### config.mk
export PLATFORM = sky130hd
export DESIGN_NAME = camera_handoff_scheduler
export DESIGN_NICKNAME = d
export VERILOG_FILES = /design/src/rtl/camera_handoff_scheduler.sv
export SDC_FILE = /design/constraint.sdc
export NUM_CORES = 1
export LEC_CHECK = 0
export ABC_AREA = 1
export CAP_MARGIN = 30
export CORE_AREA = 2 2 39 41
export CTS_CLUSTER_DIAMETER = 80
export DETAILED_ROUTE_END_ITERATION = 16
export DIE_AREA = 0 0 41 43
export PLACE_DENSITY = 0.78
export SLEW_MARGIN = 25
export SYNTH_ARGS = -nofsm -noshare
export SYNTH_HDL_FRONTEND = slang
export SYNTH_SLANG_ARGS = --single-unit
### constraint.sdc
create_clock -name clock -period 1.95 [get_ports clock]
set_input_delay 0.39 -clock clock [delete_from_list [all_inputs] [get_ports clock]]
set_output_delay 0.39 -clock clock [all_outputs]
set_load 0.01 [all_outputs]
### src/rtl/camera_handoff_scheduler.sv
// Two-camera recorder sequencer: film/standby handoff at buffer thresholds
// plus arbitration of the single download port for the held buffer.
module camera_handoff_scheduler #(
    parameter int STANDBY_PCT = 8,
    parameter int HANDOFF_PCT = 9,
    parameter int FLUSH_PCT   = 5,
    parameter int FULL_PCT    = 10
) (
    input  logic       clock,
    input  logic       reset,
    input  logic       start,
    input  logic [3:0] percent1,
    input  logic [3:0] percent2,
    input  logic       dlReq,
    input  logic       dlDone,
    output logic       film1,
    output logic       film2,
    output logic       standby1,
    output logic       standby2,
    output logic       flush1,
    output logic       flush2,
    output logic [1:0] dlGrant,
    output logic       active,
    output logic       overflow
);

    localparam logic [3:0] L_SB   = 4'(STANDBY_PCT);
    localparam logic [3:0] L_HO   = 4'(HANDOFF_PCT);
    localparam logic [3:0] L_FL   = 4'(FLUSH_PCT);
    localparam logic [3:0] L_FULL = 4'(FULL_PCT);
    localparam logic [3:0] L_MAX  = 4'd10;

    typedef enum logic [1:0] {
        P_IDLE,
        P_FILM,
        P_STANDBY
    } pstate_t;

    typedef enum logic [1:0] {
        S_EMPTY,
        S_HELD,
        S_DL
    } sstate_t;

    pstate_t    r_pstate, w_pnext;
    sstate_t    r_sstate, w_snext;
    logic       r_active, w_act_next;
    logic [1:0] r_flush, w_flush_next;
    logic       r_overflow, w_ovf_next;
    logic [3:0] w_raw, w_pa;

    assign w_raw = r_active ? percent2 : percent1;
    assign w_pa  = (w_raw > L_MAX) ? L_MAX : w_raw;

    always_ff @(posedge clock or posedge reset) begin
        if (reset) begin
            r_pstate   <= P_IDLE;
            r_sstate   <= S_EMPTY;
            r_active   <= 1'b0;
            r_flush    <= 2'b00;
            r_overflow <= 1'b0;
        end else begin
            r_pstate   <= w_pnext;
            r_sstate   <= w_snext;
            r_active   <= w_act_next;
            r_flush    <= w_flush_next;
            r_overflow <= w_ovf_next;
        end
    end

    always_comb begin
        w_pnext      = r_pstate;
        w_snext      = r_sstate;
        w_act_next   = r_active;
        w_flush_next = 2'b00;
        w_ovf_next   = r_overflow;

        if (w_pa >= L_FULL && r_sstate != S_EMPTY)
            w_ovf_next = 1'b1;

        // Download request beats the flush threshold in the same cycle
        case (r_sstate)
            S_HELD: begin
                if (dlReq)
                    w_snext = S_DL;
                else if (w_pa >= L_FL) begin
                    w_snext      = S_EMPTY;
                    w_flush_next = r_active ? 2'b01 : 2'b10;
                end
            end
            S_DL: begin
                if (dlDone)
                    w_snext = S_EMPTY;
            end
            default: w_snext = r_sstate;
        endcase

        case (r_pstate)
            P_IDLE: begin
                if (start) begin
                    w_pnext    = P_FILM;
                    w_act_next = 1'b0;
                end
            end
            P_FILM: begin
                if (w_pa >= L_SB && r_sstate == S_EMPTY)
                    w_pnext = P_STANDBY;
            end
            P_STANDBY: begin
                if (w_pa >= L_HO) begin
                    w_pnext    = P_FILM;
                    w_act_next = ~r_active;
                    w_snext    = S_HELD;
                end
            end
            default: w_pnext = P_IDLE;
        endcase
    end

    assign film1    = (r_pstate != P_IDLE) && !r_active;
    assign film2    = (r_pstate != P_IDLE) && r_active;
    assign standby1 = (r_pstate == P_STANDBY) && r_active;
    assign standby2 = (r_pstate == P_STANDBY) && !r_active;
    assign flush1   = r_flush[0];
    assign flush2   = r_flush[1];
    assign dlGrant  = (r_sstate == S_DL) ? (r_active ? 2'b01 : 2'b10)
                                         : 2'b00;
    assign active   = r_active;
    assign overflow = r_overflow;

endmodule

## After elaboration in Yosys (flattened, before gate mapping)

Index checks and enable logic that the tools add are counted.

- Output and inout bits: 10
- Input bits: 13
- Register bits after elaboration: 8

- $lt $le $gt $ge: 5
- Reductions and logical operators: 14
- Equality and inequality tests: 7
- Mux-type cells: 20
- Bitwise gates (word level): 1

Operators with widths:

| kind | count |
|---|---|
| $mux 2 | 13 |
| $ge 4x4->1 const B | 3 |
| $mux 4 | 2 |
| $logic_and 1x1->1 | 6 |
| $ne 2x2->1 const B | 3 |
| $pmux 2 s3 | 1 |
| $reduce_and 3->1 | 2 |
| $reduce_bool 2->1 | 3 |
| $eq 2x1->1 const B | 2 |
| $eq 2x2->1 const B | 2 |
| $ge 4x3->1 const B | 1 |
| $gt 4x4->1 const B | 1 |
| $logic_not 2->1 | 2 |
| $pmux 2 s2 | 1 |
| $mux 1 | 2 |
| $pmux 1 s2 | 1 |
| $logic_not 1->1 | 1 |
| $not 1->1 | 1 |

## Depth between registers and ports, before layout

- Depth in word-level cells: 9
- Depth in mapped cells: 10
- Mapped depth without buffers: 10

## Worst setup path after synthesis

Ideal clock, no wire load.

- Kind: reg2reg
- From: reg r_active, in the netlist active
- To: reg r_active, in the netlist active
- Path slack: 656 ps
- Stages on the path, launching flop included: 9
- Required time: 1,874 ps
- Library setup time: 76 ps
- Clock period less this slack: 1,294 ps
- Data arrival time: 1,218 ps
- Path through: dfrtp_1 buf_6 o21ai_2 nand3_2 nand2_2 nor2_2 a21oi_4 nand2_1 o21ai_1

- Longest elaborated chain between the ends: 6

RTL lines:

| element | line | RTL |
|---|---|---|
| start: declaration | 47 | `logic r_active, w_act_next;` |
| start signal: assignment | 65 | `r_active <= w_act_next;` |
| $mux 4 | 52 | `assign w_raw = r_active ? percent2 : percent1;` |
| $gt 4x4->1 | 53 | `assign w_pa = (w_raw > L_MAX) ? L_MAX : w_raw;` |
| $mux 4 | 53 |  |
| $ge 4x4->1 | 110 | `if (w_pa >= L_HO) begin` |
| $ne 2x2->1 (no source line) | n/a |  |
| $reduce_and 3->1 (no source line) | n/a |  |

Several ways; a longest one is shown, not always the timed one. The select of a mux whose other input is x is not followed.
A chain may end at the register's enable or synchronous reset.

## Final worst setup path

- From: reg r_pstate[0]
- To: out film1

- Longest elaborated chain between the ends: 2

RTL lines:

| element | line | RTL |
|---|---|---|
| start: declaration | 45 | `pstate_t r_pstate, w_pnext;` |
| start signal: assignment | 63 | `r_pstate <= w_pnext;` |
| $reduce_bool 2->1 | 120 | `assign film1 = (r_pstate != P_IDLE) && !r_active;` |
| $logic_and 1x1->1 | 120 |  |
| end: declaration | 16 | `output logic film1,` |

No other way between the ends.

==> summary.md <==
| Metric | Value |
|---|---|
| RR Startpoint | active |
| Global-route wire length before repair | 1710 um |
| Pwr dens | 1280 mW/mm2 |
| Synth warn | 0 |
| Compound-Gate Fraction of Synth Area | 0.126 |
| Worst VDD drop | 0.778 mV |
| Syn Std Cell Area | 547 um2 |
| Met2 WL | 557 um |
| DRC | 0 |
| Fin area | 812 um2 |
| TritonRoute pass-1 iters | 4 |
| CTS root buf | clkbuf_4 |
| Syn nets | 91 |
| Crit share post-route | 0.965 |
| Post-synthesis register bit count | 8 |
| Mapped Cells | 75 |
| Largest net degree at the start of global routing | 9 |
| Placed Area | 783 um2 |
| Synth top area share | 0.366 |
| Die Y | 43 um |
| Die area | 0.00176 mm2 |
| Initial Util | 0.395 |
| Post-place setup slack | 0.253 ns |
| Worst R2R End | active |
| Synth Area in Simple Gates | 0.330 |
| Global Route Usage Sum | 0.148 |
| Syn Area/Cell | 7.29 um2 |
| Fmax | 0.531 GHz |
| Distinct cell type count after synthesis | 18 |
| Worst Path Arrival | 1.49 ns |
| Cts bufs inserted | 3 |
| Synth async-reset ratio | 1.00 |
| P_leak | 0.433 nW |
| EDFF count, synth | 0 |
| Largest area contributor in the netlist | dfrtp_1 |
| I/O Buffers | 22 |
| Clk buf depth | 2 |
| Top-Level Pins | 23 |
| Reg2reg path depth | 10 |
| CP required | 1.56 ns |
| Routed via count | 532 |
| CTS HTree Levels | 1 |
| Hold WC Path Type | in2async |
| Synth Area in Adders | 0.0686 |
| Die span in x | 41 um |
| HPWL after DPL | 939 um |
| Max-cap violation count | 0 |
| Post-Route M1 WL | 518 um |
| Hold Vio Cnt, Final | 0 |
| Post-synthesis xor/xnor area fraction | 0 |
| Drt initial violations | 9 |
| GRT overflow | 0 |
| R2r setup slk | 0.40 ns |
| Initial antenna violation count | 0 |
| Synth area leaders | dfrtp_1, nand2_1, inv_1 |
| Crit start category | register |
| Worst skew pair latency | 0.26 ns |
| Post-synth top cells | nand2_1, inv_1, nor2_1 |
| N_diodes | 0 |
| Top Metal Used | met4 |
| Rows | 14 |
| Seq/Total Area, Yosys | 0.366 |
| CTS tree | built |
| Total Wirelength | 1200 um |
| Largest family of logic cells by synthesized area | simple AND/OR/NAND/NOR gates |
| RSZ-0062 raised after global routing | no |
| Clock transition at path regs | 0.06 ns |
| Final setup vio count | 0 |
| Mux contribution to synthesized area | 0 |
| Syn-to-layout area delta | 48.5% |
| Final setup margin | 0.0678 ns |
| Ys flop type | dfrtp_1 |
| TNS Setup | 0 ns |
| Max FO, Critical Path | 4 |
| Fin nets | 118 |
| WS Path Type | reg2out |
| Average wire per cell in the routed design | 10.4 um |
| Clock sinks | 8 |
| Slew Limit Fails | 0 |
| Top-count cell post-synth | nand2_1 |
| Core ar. | 0.00138 mm2 |
| Vias per cell | 4.59 |
| Share of layout cells above drive strength 1 | 0.150 |
| Tmin final | 1.88 ns |
| Number of global-route vias before repair | 443 |
| Placer Congestion | 0.805 |
| Crit end category | output port |
| Final ANT Viol Nets | 0 |
| Status | complete, no violations |
| Worst rel slew slack | 0.787 |
| Met3 WL post-DR | 103 um |
| Worst Tran Pin Value | 0.318 ns |
| Skew final | 0.00930 ns |
## cell families after synthesis
logic type | count (synthesis)
and+or+nand+nor | 41
buffers and inverters | 14
AOI/OAI and AO/OA | 9
DFF | 8
adders and majority gates | 3
## registers in the layout, summed over array words and instances (netlist names)
| signal | cells |
|---|---|
| active | 1 |
| overflow | 1 |
| r_flush | 2 |
| r_pstate | 2 |
| r_sstate | 2 |
## worst max-delay path by stage
stage,start,end,slack [ns]
floorplan,active,active,0.66
detailed placement,r_pstate[0],standby2,0.25
finish,r_pstate[0],film1,0.07
CTS,r_sstate[0],dlGrant[1],0.008
global route,r_pstate[0],film1,0.01
global placement,r_pstate[0],standby2,0.26
## cell usage in the layout, fill, tap and decap left out, drive strengths merged
| cell | netlist | layout |
|---|---|---|
| nand2 | 24 | 24 |
| clkdlybuf4s50 | 0 | 18 |
| inv | 13 | 13 |
| nor2 | 12 | 12 |
| dfrtp | 8 | 8 |
| nand3 | 5 | 5 |
| o21ai | 5 | 5 |
| ha | 3 | 3 |
| clkbuf | 0 | 3 |
| dlymetal6s2s | 0 | 3 |
| a21oi | 2 | 2 |
| a21o | 1 | 1 |
| o21a | 1 | 1 |
| dlygate4sd2 | 0 | 1 |
| buf | 1 | 1 |
## layout make-up
class / instances / area, um2
fillers: 134 / 572
multi-input cells: 53 / 287
repair buffers: 23 / 234
flip-flops and latches: 8 / 200
inverters: 13 / 48.8
clock buffers: 3 / 22.5
well taps: 16 / 20.0
## critical path, stage by stage, from the launching register on
cell and delay [ns]:
dfrtp_1 0.41, nor2_1 0.27, nor2_1 0.07, clkdlybuf4s50_1 0.48
## per-stage QoR
stage          total power (W)   util  hold WS [ns]  std cells
6_report               0.00104  0.587         0.380        116
5_1_grt                0.00113  0.587         0.430        116
4_1_cts                0.00104  0.581         0.399        116
3_5_place_dp          0.000918  0.566         0.449        113
3_3_place_gp          0.000908  0.566         0.442        113
2_1_floorplan         0.000700      -         0.206         75
## metal layers
| metal | GRT usage | vias up |
|---|---|---|
| met2 | 0.238 | 21 |
| met3 | 0.0576 | 6 |
| li1 | - | 276 |
| met5 | 0 | - |
| met1 | 0.153 | 229 |
| met4 | 0.0867 | 0 |
## what timing repair did
item                                   CTS  global route
setup endpoints to repair                1             3
endpoints found under the hold margin    0             0
resized for setup                        1             3
hold buffers                             0             0
buffers inserted                         0             0
## power breakdown
part | internal (W) | switching [W] | leakage, nW
sequential | 0.000223 | 0.0000545 | 0.103
combinational | 0.000287 | 0.000347 | 0.317
clock | 0.0000706 | 0.0000587 | 0.0138
Note: power is estimated with default switching activity, not from simulation.
